**config.mk**
```make
export PLATFORM = sky130hd
export DESIGN_NAME = spi_flash_read_arbiter
export DESIGN_NICKNAME = d
export VERILOG_FILES = /design/src/rtl/spi_flash_read_arbiter.sv
export SDC_FILE = /design/constraint.sdc
export NUM_CORES = 1
export LEC_CHECK = 0
export BUFFER_PORTS_ARGS = -buffer_cell sky130_fd_sc_hd__buf_2
export CAP_MARGIN = 40
export CORE_MARGIN = 1
export CORE_UTILIZATION = 52
export DETAILED_ROUTE_END_ITERATION = 12
export PLACE_DENSITY = 0.8
export SLEW_MARGIN = 40
export SYNTH_ARGS = -nofsm -noshare
export SYNTH_HDL_FRONTEND = slang
export SYNTH_SLANG_ARGS = --single-unit
```
**constraint.sdc**
```tcl
create_clock -name clk -period 2.7 [get_ports clk]
set_input_delay 0.27 -clock clk [delete_from_list [all_inputs] [get_ports clk]]
set_output_delay 0.27 -clock clk [all_outputs]
set_load 0.005 [all_outputs]
```
**src/rtl/spi_flash_read_arbiter.sv**
```systemverilog
// Round-robin arbiter sharing the SPI flash read path between two requesters.
// Issues READ + 24-bit address + dummy bytes through a byte shift engine and returns tagged data.
module spi_flash_read_arbiter #(
  parameter logic [7:0] CMD_READ = 8'h03,
  parameter int         CS_GAP   = 4
) (
  input  logic        clk,
  input  logic        reset,
  input  logic        req0_valid,
  input  logic [23:0] req0_addr,
  input  logic [7:0]  req0_len,
  output logic        req0_ready,
  input  logic        req1_valid,
  input  logic [23:0] req1_addr,
  input  logic [7:0]  req1_len,
  output logic        req1_ready,
  output logic [7:0]  rd_data,
  output logic        rd_valid,
  input  logic        rd_ready,
  output logic        rd_id,
  output logic        rd_last,
  output logic        sh_start,
  output logic [7:0]  sh_tx,
  input  logic        sh_done,
  input  logic [7:0]  sh_rx,
  output logic        chip_select,
  output logic        busy
);

  typedef enum logic [3:0] {
    S_IDLE, S_SETUP, S_CMD, S_A2, S_A1, S_A0, S_DATA, S_HOLD, S_GAP
  } state_t;

  localparam logic [7:0] GAP_LOAD = 8'(CS_GAP);

  state_t      state_q, state_d;
  logic        last_grant_q, last_grant_d;
  logic        owner_q, owner_d;
  logic [23:0] addr_q, addr_d;
  logic [8:0]  remaining_q, remaining_d;
  logic [7:0]  gap_q, gap_d;
  logic        cs_q, cs_d;
  logic        sh_start_q, sh_start_d;
  logic [7:0]  sh_tx_q, sh_tx_d;
  logic [7:0]  rd_data_q, rd_data_d;
  logic        rd_valid_q, rd_valid_d;
  logic        rd_id_q, rd_id_d;
  logic        rd_last_q, rd_last_d;
  logic        ready0_q, ready0_d;
  logic        ready1_q, ready1_d;

  logic        grant_id;
  logic [7:0]  grant_len;

  assign grant_id  = (req0_valid && req1_valid) ? ~last_grant_q : req1_valid;
  assign grant_len = grant_id ? req1_len : req0_len;

  always_ff @(posedge clk) begin
    if (reset) begin
      state_q      <= S_IDLE;
      last_grant_q <= 1'b1;
      owner_q      <= 1'b0;
      addr_q       <= 24'h0;
      remaining_q  <= 9'd0;
      gap_q        <= 8'd0;
      cs_q         <= 1'b1;
      sh_start_q   <= 1'b0;
      sh_tx_q      <= 8'h00;
      rd_data_q    <= 8'h00;
      rd_valid_q   <= 1'b0;
      rd_id_q      <= 1'b0;
      rd_last_q    <= 1'b0;
      ready0_q     <= 1'b0;
      ready1_q     <= 1'b0;
    end else begin
      state_q      <= state_d;
      last_grant_q <= last_grant_d;
      owner_q      <= owner_d;
      addr_q       <= addr_d;
      remaining_q  <= remaining_d;
      gap_q        <= gap_d;
      cs_q         <= cs_d;
      sh_start_q   <= sh_start_d;
      sh_tx_q      <= sh_tx_d;
      rd_data_q    <= rd_data_d;
      rd_valid_q   <= rd_valid_d;
      rd_id_q      <= rd_id_d;
      rd_last_q    <= rd_last_d;
      ready0_q     <= ready0_d;
      ready1_q     <= ready1_d;
    end
  end

  always_comb begin
    state_d      = state_q;
    last_grant_d = last_grant_q;
    owner_d      = owner_q;
    addr_d       = addr_q;
    remaining_d  = remaining_q;
    gap_d        = gap_q;
    cs_d         = cs_q;
    sh_start_d   = 1'b0;
    sh_tx_d      = sh_tx_q;
    rd_data_d    = rd_data_q;
    rd_valid_d   = rd_valid_q;
    rd_id_d      = rd_id_q;
    rd_last_d    = rd_last_q;
    ready0_d     = 1'b0;
    ready1_d     = 1'b0;

    case (state_q)
      S_IDLE: begin
        if (!rd_valid_q && (req0_valid || req1_valid)) begin
          ready0_d     = ~grant_id;
          ready1_d     = grant_id;
          owner_d      = grant_id;
          last_grant_d = grant_id;
          addr_d       = grant_id ? req1_addr : req0_addr;
          remaining_d  = {grant_len == 8'd0, grant_len};
          cs_d         = 1'b0;
          state_d      = S_SETUP;
        end
      end
      S_SETUP: begin
        sh_start_d = 1'b1;
        sh_tx_d    = CMD_READ;
        state_d    = S_CMD;
      end
      S_CMD: begin
        if (sh_done) begin
          sh_start_d = 1'b1;
          sh_tx_d    = addr_q[23:16];
          state_d    = S_A2;
        end
      end
      S_A2: begin
        if (sh_done) begin
          sh_start_d = 1'b1;
          sh_tx_d    = addr_q[15:8];
          state_d    = S_A1;
        end
      end
      S_A1: begin
        if (sh_done) begin
          sh_start_d = 1'b1;
          sh_tx_d    = addr_q[7:0];
          state_d    = S_A0;
        end
      end
      S_A0: begin
        if (sh_done) begin
          sh_start_d = 1'b1;
          sh_tx_d    = 8'h00;
          state_d    = S_DATA;
        end
      end
      S_DATA: begin
        if (sh_done) begin
          rd_data_d   = sh_rx;
          rd_valid_d  = 1'b1;
          rd_id_d     = owner_q;
          rd_last_d   = (remaining_q == 9'd1);
          remaining_d = remaining_q - 9'd1;
          state_d     = S_HOLD;
          // Release the flash as soon as the final byte is in, independent of the consumer.
          if (remaining_q == 9'd1) begin
            cs_d  = 1'b1;
            gap_d = GAP_LOAD;
          end
        end
      end
      S_HOLD: begin
        if (rd_last_q && gap_q != 8'd0) begin
          gap_d = gap_q - 8'd1;
        end
        if (rd_valid_q && rd_ready) begin
          rd_valid_d = 1'b0;
          if (rd_last_q) begin
            state_d = S_GAP;
          end else begin
            sh_start_d = 1'b1;
            sh_tx_d    = 8'h00;
            state_d    = S_DATA;
          end
        end
      end
      S_GAP: begin
        // The HOLD cycle after the last byte already counts toward the CS-high gap.
        if (gap_q <= 8'd1) begin
          state_d = S_IDLE;
        end else begin
          gap_d = gap_q - 8'd1;
        end
      end
      default: state_d = S_IDLE;
    endcase
  end

  always_comb begin
    busy = (state_q != S_IDLE);
  end

  assign req0_ready  = ready0_q;
  assign req1_ready  = ready1_q;
  assign rd_data     = rd_data_q;
  assign rd_valid    = rd_valid_q;
  assign rd_id       = rd_id_q;
  assign rd_last     = rd_last_q;
  assign sh_start    = sh_start_q;
  assign sh_tx       = sh_tx_q;
  assign chip_select = cs_q;

endmodule
```
==> flow_summary.toml <==
[run_status]
outcome = "finished, final reports clean"

[synth]
synth-main-ff-cell = "dfxtp_1"
netlist-cell-type-count = 56
syn_inst = 440
synth_nets = 523
yosys.area.top_type = "dfxtp_1"
ys_seq_area_frac = 0.385
async_flop_share = 0
syn_avg_cell_area_um2 = 8.27
syn-cell-area_mm2 = 0.00364
synth_warnings = 0
synth_top_area_share = 0.385
ys_ff_latch = 70
yosys-top-cells-area = "dfxtp_1 38%, mux2i_1 8.5%, a211oi_1 6.2%, nand2_1 5.8%, nor2_1 5.4%"
synth-edff-count = 0

[cts]
clockRootBuffer = "clkbuf_8"
cts_resized = 0
clkTransAtPathRegs_ns = 0.08
clk_latency_ns = 0.35
htree_levels = 3
cts.sinks = 70
clockBufferDepth = 2
post_cts_buffers = 0
holdBufCountCts = 0
cts_tree = "built"
cts-buffers-inserted = 9

[routing]
wl_per_cell_um = 13.9
top_layer = "met4"
wl_met3_um = 590
drc_errors = 0
dr.pass1.iters = 5
dr_wl_met2_um = 4150
final_antenna_net_count = 0
viasPerCell = 5.64
wirelength_um = 8810
drt_iter0_markers = 240
dr_total_vias = 3572
drt-met1-wl_um = 3900

[placement]
numPortBuffers = 101
gp_congestion = 0.804
dpl.hpwl_um = 6400
dpl_cell_area_mm2 = 0.00427

[final_layout]
final_cell_mix = "101 x buf_2, 70 x dfxtp_1, 56 x nand2_1"
post-route-util = 0.657
area_delta_synth_final_pct = 22.7
finish.instance_area_mm2 = 0.00447
n_antenna_cell = 0
finalNetCount = 615
final_common_cell = "buf_2"
drive_gt1_frac = 0.266
n_fill_cell = 586

[worst_setup_path]
cp.required_ns = 2.94
timing.rr.end = "chip_select$_SDFFE_PP1P_"
endpoint = "chip_select$_SDFFE_PP1P_"
critPathLaunchType = "flop"
r2r_slack_ns = 0.30
crit_path_end_kind = "flop"
criticalPathCategory = "reg -> reg"
crit_fanout = 14
r2r.worst_path.cells = 6
r2r-start = "state_q[3]$_SDFFE_PP0P_"
critPathLaunch = "state_q[3]$_SDFFE_PP0P_"
cp.arrival_ns = 2.64

[global_route]
track_usage = 0.251
antenna_found_initial = 0
grt_max_degree = 51
grt_pass1_wl_um = 14600
grt_pass1_vias = 3237
grt_overflow = 0

[sta]
maxSlewViolCount = 0
fin_skew_ns = 0.00526
tns_ns = 0
tightest_slew_ns = 0.534
min_period_over_period = 0.888
timing.fmax_ghz = 0.417
layout_min_cycle_time_ns = 2.40
rsz0062_at_grt = "false"
setup_viol = 0
hold_viol_final = 0
relSlewSlack = 0.639

[pwr]
leakage_nw = 1.86
total_power_w = 0.00294
peakVddDrop_mv = 0.448
powerDensity_mw_per_mm2 = 657

[die]
die-area_mm2 = 0.00734
start_util = 0.536
core_area_mm2 = 0.00679
fp-row-count = 30
die_y_um = 85.7
die_w_um = 85.7
top_level_ports = 102

[flow_run]
maxCapViolCount = 0

[hold_path]
hold_class = "in -> reg"
## area by class of cell
cell class / instances / area (um^2) / area share
clock buffers: 10 / 128 / 0.0286
inverters: 9 / 33.8 / 0.00756
clock inverters: 6 / 70.1 / 0.0157
repair buffers: 116 / 631 / 0.141
flip-flops and latches: 70 / 1400 / 0.314
well taps: 96 / 120 / 0.0269
multi-input cells: 326 / 2080 / 0.466
## cells in the mapped netlist (2+ instances only)
| master | count |
|---|---|
| clkbuf_1 | 23 |
| nor4bb_1 | 2 |
| buf_1 | 3 |
| mux2i_1 | 31 |
| inv_1 | 9 |
| a41oi_1 | 2 |
| nand2b_1 | 2 |
| buf_4 | 2 |
| nor4b_1 | 3 |
| nor4_1 | 3 |
| and2_1 | 2 |
| and3_1 | 2 |
| a31oi_1 | 4 |
| buf_2 | 7 |
| o22ai_1 | 4 |
| mux2_2 | 2 |
| nor3b_1 | 4 |
| dfxtp_1 | 70 |
| a21boi_1 | 4 |
| nand3b_1 | 2 |
| a21oi_1 | 30 |
| ha_1 | 5 |
| a22oi_1 | 12 |
| nand4b_1 | 2 |
| or4_1 | 7 |
| o21ai_0 | 5 |
| nor2b_1 | 6 |
| nor3_1 | 10 |
| nor2_1 | 52 |
| a21o_1 | 2 |
| o31ai_1 | 4 |
| a211oi_1 | 30 |
| nand2_1 | 56 |
| nand3_1 | 9 |
| o21ai_1 | 7 |
| a32oi_1 | 2 |
## power by group
group | leakage, nW | switching [W] | internal [W]
registers | 0.574 | 0.000103 | 0.00117
logic | 1.20 | 0.000456 | 0.000353
clock network | 0.0895 | 0.000422 | 0.000433
## registers in the layout, indices dropped and copies added, names as in the netlist, 4 cells and up
| signal | count |
|---|---|
| sh_tx | 8 |
| addr_q | 24 |
| state_q | 4 |
| remaining_q | 9 |
| rd_data | 8 |
| gap_q | 8 |
## per-stage QoR
stage | hold WS (ns) | setup WS (ns) | cells
floorplan | 0.385 | 0.663 | 440
global placement | 0.439 | 0.402 | 616
detailed placement | 0.445 | 0.348 | 617
CTS | 0.140 | 0.319 | 633
global route | 0.154 | 0.164 | 633
finish | 0.152 | 0.302 | 633
## worst max-delay path: stages (launching register included)
cell and delay (ns):
dfxtp_1 0.45, or4_1 0.73, o22ai_1 0.45, a21oi_1 0.23, buf_4 0.22, a21oi_1 0.12
o21bai_1 0.08
## cells by family (layout without fill, tap and decap cells)
logic type,Yosys count,after routing,synth area share
AND/OR/NAND/NOR,168,168,0.228
AO/OA/AOI/OAI,119,119,0.226
flip-flops,70,70,0.385
buffers and inverters,44,141,0.0498
multiplexers,33,33,0.0914
adder cells (fa/ha/maj),5,5,0.0172
XOR/XNOR,1,1,0.00241
## worst min path at each step
stage                       startpoint                       to  cells past startpoint
2_1_floorplan                 rd_ready    rd_valid$_SDFFE_PP0P_                      1
3_3_place_gp   rd_data[7]$_SDFFE_PP0P_  rd_data[7]$_SDFFE_PP0P_                      2
3_5_place_dp     sh_tx[0]$_SDFFE_PP0P_    sh_tx[0]$_SDFFE_PP0P_                      2
4_1_cts                       rd_ready    rd_valid$_SDFFE_PP0P_                      2
5_1_grt                       rd_ready    rd_valid$_SDFFE_PP0P_                      2
6_report                      sh_rx[6]  rd_data[6]$_SDFFE_PP0P_                      3
## routing by layer
layer | vias to the layer above | global-route usage
met1 | 1632 | 0.321
met2 | 138 | 0.409
met3 | 19 | 0.0616
met5 | - | 0
li1 | 1783 | -
met4 | 0 | 0.0924
No activity file was read; power rests on OpenSTA's default activity.
